**src/rtl/inst_rr_arbiter_pkg.sv**
```systemverilog
// Shared types and defaults for the round-robin instance arbiter.
// Imported by the interface, the rr_pick search and the top.
package inst_arb_pkg;

    typedef enum logic [1:0] {
        IDLE  = 2'd0,
        GRANT = 2'd1,
        GAP   = 2'd2
    } arb_state_t;

    localparam int NUM_REQ_DEFAULT  = 15;
    localparam int MAX_HOLD_DEFAULT = 16;

    // Index width that stays legal even for a single requester.
    function automatic int id_width(input int n);
        return (n > 1) ? $clog2(n) : 1;
    endfunction

endpackage

```
**src/rtl/inst_rr_arbiter_if.sv**
```systemverilog
// Request/grant bundle between requesters (master) and the arbiter (slave).
interface inst_rr_arbiter_if
    import inst_arb_pkg::*;
#(
    parameter int NUM_REQ = NUM_REQ_DEFAULT
);
    logic [NUM_REQ-1:0]              req;
    logic [NUM_REQ-1:0]              gnt;
    logic                            gnt_valid;
    logic [id_width(NUM_REQ)-1:0]    gnt_id;
    logic                            timeout;

    modport master (
        output req,
        input  gnt,
        input  gnt_valid,
        input  gnt_id,
        input  timeout
    );

    modport slave (
        input  req,
        output gnt,
        output gnt_valid,
        output gnt_id,
        output timeout
    );
endinterface

```
**src/rtl/inst_rr_arbiter_rr_pick.sv**
```systemverilog
// Rotating priority search: first active request after last_id, wrapping to 0.
module rr_pick
    import inst_arb_pkg::*;
#(
    parameter int NUM_REQ = NUM_REQ_DEFAULT,
    parameter int ID_W    = id_width(NUM_REQ)
) (
    input  logic [NUM_REQ-1:0] req,
    input  logic [ID_W-1:0]    last_id,
    output logic               found,
    output logic [ID_W-1:0]    idx
);

    logic [ID_W-1:0] cand;

    // Offset 1 first so the previous winner is considered last.
    always_comb begin
        found = 1'b0;
        idx   = '0;
        cand  = '0;
        for (int i = 1; i <= NUM_REQ; i++) begin
            cand = ID_W'((int'(last_id) + i) % NUM_REQ);
            if (!found && req[cand]) begin
                found = 1'b1;
                idx   = cand;
            end
        end
    end

endmodule

```
**src/rtl/inst_rr_arbiter.sv**
```systemverilog
// Round-robin arbiter with registered one-hot grant and IDLE/GRANT/GAP FSM.
// Define INST_ARB_TIMEOUT_EN to revoke grants after MAX_HOLD cycles.
module inst_rr_arbiter
    import inst_arb_pkg::*;
#(
    parameter int NUM_REQ  = NUM_REQ_DEFAULT,
    parameter int MAX_HOLD = MAX_HOLD_DEFAULT
) (
    input  logic                clk,
    input  logic                rst,
    inst_rr_arbiter_if.slave    bus
);

    localparam int ID_W = id_width(NUM_REQ);

    arb_state_t          state, state_next;
    logic [ID_W-1:0]     last_id, last_id_next;
    logic [ID_W-1:0]     gnt_id_r, gnt_id_next;
    logic [NUM_REQ-1:0]  gnt_r, gnt_next;
    logic                gnt_valid_r, gnt_valid_next;
    logic                pick_found;
    logic [ID_W-1:0]     pick_idx;
    logic                holder_req;
    logic                hold_expired;

    rr_pick #(
        .NUM_REQ (NUM_REQ),
        .ID_W    (ID_W)
    ) u_pick (
        .req     (bus.req),
        .last_id (last_id),
        .found   (pick_found),
        .idx     (pick_idx)
    );

    assign holder_req = bus.req[gnt_id_r];

`ifdef INST_ARB_TIMEOUT_EN
    localparam int HOLD_W = $clog2(MAX_HOLD + 1);

    logic [HOLD_W-1:0] hold_cnt;
    logic              timeout_r;
    logic              timeout_next;

    assign hold_expired = (hold_cnt == HOLD_W'(MAX_HOLD - 1));
    assign timeout_next = (state == GRANT) && holder_req && hold_expired;

    // Counter is zero on the first grant cycle, so expiry lands on cycle MAX_HOLD.
    always_ff @(posedge clk or posedge rst) begin
        if (rst) begin
            hold_cnt  <= '0;
            timeout_r <= 1'b0;
        end else begin
            timeout_r <= timeout_next;
            if (state == GRANT && state_next == GRANT)
                hold_cnt <= hold_cnt + 1'b1;
            else
                hold_cnt <= '0;
        end
    end

    assign bus.timeout = timeout_r;
`else
    localparam logic TIMEOUT_TIE = (MAX_HOLD == 0) & 1'b0;

    assign hold_expired = 1'b0;
    assign bus.timeout  = TIMEOUT_TIE;
`endif

    always_ff @(posedge clk or posedge rst) begin
        if (rst) begin
            state       <= IDLE;
            last_id     <= ID_W'(NUM_REQ - 1);
            gnt_r       <= '0;
            gnt_valid_r <= 1'b0;
            gnt_id_r    <= '0;
        end else begin
            state       <= state_next;
            last_id     <= last_id_next;
            gnt_r       <= gnt_next;
            gnt_valid_r <= gnt_valid_next;
            gnt_id_r    <= gnt_id_next;
        end
    end

    // Grant outputs are computed here and registered, so they are 0 outside GRANT.
    always_comb begin
        state_next     = state;
        last_id_next   = last_id;
        gnt_next       = '0;
        gnt_valid_next = 1'b0;
        gnt_id_next    = '0;
        case (state)
            IDLE: begin
                if (pick_found) begin
                    state_next     = GRANT;
                    gnt_next       = NUM_REQ'(1) << pick_idx;
                    gnt_valid_next = 1'b1;
                    gnt_id_next    = pick_idx;
                    last_id_next   = pick_idx;
                end
            end
            GRANT: begin
                if (!holder_req || hold_expired) begin
                    state_next = GAP;
                end else begin
                    gnt_next       = gnt_r;
                    gnt_valid_next = 1'b1;
                    gnt_id_next    = gnt_id_r;
                end
            end
            GAP:     state_next = IDLE;
            default: state_next = IDLE;
        endcase
    end

    assign bus.gnt       = gnt_r;
    assign bus.gnt_valid = gnt_valid_r;
    assign bus.gnt_id    = gnt_id_r;

endmodule

```
**src/flat_wrapper.sv**
```systemverilog
// flat-port wrapper written by rule: the top's interface ports become plain ports
module inst_rr_arbiter_flat import inst_arb_pkg::*;
#(
    parameter int NUM_REQ  = NUM_REQ_DEFAULT,
    parameter int MAX_HOLD = MAX_HOLD_DEFAULT
)
  (clk, rst, bus_req, bus_gnt, bus_gnt_valid, bus_gnt_id, bus_timeout);
  inst_rr_arbiter_if #(.NUM_REQ(NUM_REQ)) bus_i ();
  input  logic clk;
  input  logic rst;
  input wire logic [$bits(bus_i.req)-1:0] bus_req;
  output wire logic [$bits(bus_i.gnt)-1:0] bus_gnt;
  output wire logic [$bits(bus_i.gnt_valid)-1:0] bus_gnt_valid;
  output wire logic [$bits(bus_i.gnt_id)-1:0] bus_gnt_id;
  output wire logic [$bits(bus_i.timeout)-1:0] bus_timeout;
  assign bus_i.req = bus_req;
  assign bus_gnt = bus_i.gnt;
  assign bus_gnt_valid = bus_i.gnt_valid;
  assign bus_gnt_id = bus_i.gnt_id;
  assign bus_timeout = bus_i.timeout;
  inst_rr_arbiter #(.NUM_REQ(NUM_REQ), .MAX_HOLD(MAX_HOLD)) u_core (.clk(clk), .rst(rst), .bus(bus_i));
endmodule
```
**config.mk**
```make
export PLATFORM = sky130hd
export DESIGN_NAME = inst_rr_arbiter_flat
export DESIGN_NICKNAME = d
export VERILOG_FILES = /design/src/rtl/inst_rr_arbiter_pkg.sv /design/src/rtl/inst_rr_arbiter_if.sv /design/src/rtl/inst_rr_arbiter_rr_pick.sv /design/src/rtl/inst_rr_arbiter.sv /design/src/flat_wrapper.sv
export SDC_FILE = /design/constraint.sdc
export NUM_CORES = 1
export LEC_CHECK = 0
export ABC_AREA = 0
export CORE_MARGIN = 1.5
export CORE_UTILIZATION = 45
export DETAILED_ROUTE_END_ITERATION = 8
export GPL_TIMING_DRIVEN = 0
export SYNTH_ARGS = -nofsm -noshare
export SYNTH_HDL_FRONTEND = slang
export SYNTH_SLANG_ARGS = --single-unit
```
**constraint.sdc**
```tcl
create_clock -name clk -period 24.6 [get_ports clk]
set_clock_uncertainty 0.05 [all_clocks]
set_input_delay 4.92 -clock clk [delete_from_list [all_inputs] [get_ports clk]]
set_output_delay 4.92 -clock clk [all_outputs]
set_load 0.03 [all_outputs]
```
==> impl_metrics.env <==
export IMPL_timing_setup_tns_ns=0
export IMPL_clkLatencyLatePin_ns=0.26
export IMPL_yosysSeqAreaShare_pct=6.22
export IMPL_clk_path_buf_depth=2
export IMPL_final_util_pct=49.6
export IMPL_synth_fp_nets=1551
export IMPL_cts_resized=0
export IMPL_syn_area_mm2=0.0105
export IMPL_wirelength_um=56800
export IMPL_gr_total_overflow=0
export IMPL_finalHoldWorstSlack_ns=0.426
export IMPL_maxCapViolCount=1
export IMPL_slowest_stage="buf_1"
export IMPL_core_area_mm2=0.0228
export IMPL_cp_end_kind="flop"
export IMPL_dp_cells=1838
export IMPL_wire_per_inst_um=30.8
export IMPL_crit_fanout=12
export IMPL_firstDrtPassIters=6
export IMPL_hpwl_um=42700
export IMPL_cts_buffers=3
export IMPL_path_class="flop to flop"
export IMPL_crit_top_cell="clkbuf_1"
export IMPL_critPathMaxStageDelay_ns=0.96
export IMPL_worst_pin_slew_ns=1.46
export IMPL_violations="capacitance limit"
export IMPL_period_share_pct=54.6
export IMPL_layout_nets=1585
export IMPL_crit_required_ns=24.72
export IMPL_post_cts_buffers=0
export IMPL_drt_iter0_drc=1878
export IMPL_hold_buffers=0
export IMPL_grt_use_total_pct=45.6
export IMPL_antenna_found_initial=2
export IMPL_grt_start_max_net_pins=27
export IMPL_routabilityCongestion=1.09
export IMPL_synth_ff_type="dfrtp_1"
export IMPL_ys_warnings_count=0
export IMPL_synth_edff_count=0
export IMPL_pin_count=38
export IMPL_period_minus_slack_ns=13.44
export IMPL_setup_viol=0
export IMPL_fin_cells=1843
export IMPL_async_reset_ff_share_pct=100
export IMPL_cts_tree="yes"
export IMPL_grt_pass1_vias=12374
export IMPL_areaGrowthSynthToFinish_pct=7.51
export IMPL_path_buf_inv=14
export IMPL_postRouteAntennaNets=0
export IMPL_n_fill_cell=2312
export IMPL_avgSynthCellArea_um2=7.03
export IMPL_dieWidth_um=156
export IMPL_min_path_type="flop to flop"
export IMPL_start_util_pct=46.2
export IMPL_ys_types=126
export IMPL_run_status="complete, but fails checks"
export IMPL_vias=13796
export IMPL_finalHoldViolations=0
export IMPL_rsz0062_at_grt="false"
export IMPL_clk_pin_slew_worst_paths_ns=0.07
export IMPL_fp_dieArea_mm2=0.0243
export IMPL_synth_cells=1496
export IMPL_critPathTopFamily="buffers and inverters"
export IMPL_maxSlewViolCount=0
export IMPL_grt_pass1_wl_um=81700
export IMPL_port_buffers=29
export IMPL_die_y_um=156
export IMPL_relSlewSlack_pct=1.72
export IMPL_ys_ff_latch=26
export IMPL_ctsHtreeMaxLevel=1
export IMPL_drc_errors=0
export IMPL_max_freq_mhz=74.4
export IMPL_num_rows=55
export IMPL_cp_start_kind="flop"
export IMPL_arrival_ns=13.56
export IMPL_clock_sinks=26
export IMPL_drive_above_1_share_pct=10.6
export IMPL_root_buffer="clkbuf_16"
export IMPL_viasPerCell=7.49
## kinds of logic (layout without fill, tap and decap cells)
logic type      count (synthesis)  after routing  synth area share, %
simple gates                  571            571                 29.0
flops                          26             26                 6.22
buf+inv                       164            197                 7.67
mux                            84             84                 9.45
other cells                     1              2               0.0357
xor+xnor                       35             35                 3.52
fa+ha+maj                      38             38                 4.52
compound gates                577            577                 39.5
## state kept, by name, summed over array words and instances (netlist names)
register	count
u_core.state	2
u_core.last_id	4
u_core.bus.gnt_id	4
u_core.bus.gnt_valid	1
u_core.bus.gnt	15
## Yosys cell counts (19+ instances only)
master | instances | area, µm²
and3_1 | 23 | 144
nand4_1 | 20 | 125
nand2_1 | 156 | 586
xnor2_1 | 26 | 228
nor3_1 | 37 | 185
buf_2 | 33 | 165
nand3_1 | 48 | 240
inv_1 | 38 | 143
and2_1 | 26 | 163
a21oi_1 | 101 | 505
mux2_2 | 19 | 214
o211ai_1 | 47 | 353
ha_1 | 38 | 475
o21ai_0 | 95 | 475
nor2_1 | 100 | 375
clkbuf_1 | 63 | 236
mux2i_1 | 54 | 541
o22ai_1 | 20 | 125
dfrtp_1 | 23 | 576
nor2b_1 | 31 | 194
a211oi_1 | 41 | 308
## per-layer routing
metal	global-route usage [%]	wire length, µm
met1	59.4	22100
met2	68.1	23100
met3	11.4	7380
met4	26.3	4180
met5	0	13
## metrics by stage
| step | cell area (µm²) | setup slack (ns) |
|---|---|---|
| 2_1_floorplan | 10500 | 16.23 |
| 3_3_place_gp | 11200 | 12.03 |
| 3_5_place_dp | 11200 | 11.93 |
| 4_1_cts | 11300 | 11.91 |
| 5_1_grt | 11300 | 11.25 |
| 6_report | 11300 | 11.16 |
## worst reg2reg max path, delay by kind of cell, from the launching register on
family	cells	cell delay, ns
buf+inv	14	6.97
compound gates	5	2.12
simple gates	9	1.99
fa+ha+maj	2	1.07
flops	1	0.66
xor+xnor	1	0.48
## placed cells by master, fill, tap and decap left out, drive strengths merged, types with 23 or more instances in the layout
master	synthesis	final
a211oi	41	41
a21oi	102	102
and2	26	26
and3	25	25
buf	51	51
clkbuf	71	74
clkdlybuf4s50	0	29
dfrtp	23	23
ha	38	38
inv	40	40
mux2i	55	55
nand2	159	159
nand3	49	49
nor2	103	103
nor2b	31	31
nor3	38	38
o211ai	47	47
o21ai	105	105
xnor2	31	31
## final timing paths
check                                          startpoint                        endpoint  slack (ns)  depth (start not counted)
hold reg to reg            u_core.bus.gnt[14]$_DFFE_PP0P_  u_core.bus.gnt[14]$_DFFE_PP0P_        0.43                          2
max in group asynchronous                             rst   u_core.bus.gnt[5]$_DFFE_PP0P_       18.78                          2
min in group asynchronous                             rst  u_core.bus.gnt[13]$_DFFE_PP0P_        5.13                          2
hold / removal             u_core.bus.gnt[14]$_DFFE_PP0P_  u_core.bus.gnt[14]$_DFFE_PP0P_        0.43                          2
setup reg to reg            u_core.last_id[0]$_DFFE_PP0P_  u_core.bus.gnt[13]$_DFFE_PP0P_       11.16                         31
setup / recovery            u_core.last_id[0]$_DFFE_PP0P_  u_core.bus.gnt[13]$_DFFE_PP0P_       11.16                         31
## layout make-up
type | instances | area [µm²] | share of cell area (%)
Timing Repair Buffer | 29 | 290 | 2.57
Inverter | 41 | 161 | 1.43
Clock inverter | 1 | 30.0 | 0.266
Multi-Input combinational cell | 1306 | 9060 | 80.1
Clock buffer | 3 | 75.1 | 0.664
Buffer | 123 | 646 | 5.71
Antenna cell | 1 | 2.50 | 0.0221
Tap cell | 313 | 392 | 3.46
Sequential cell | 26 | 654 | 5.79
Power is not shown: default switching activity piles up to over one toggle a cycle in this logic, so the estimate is an artifact.
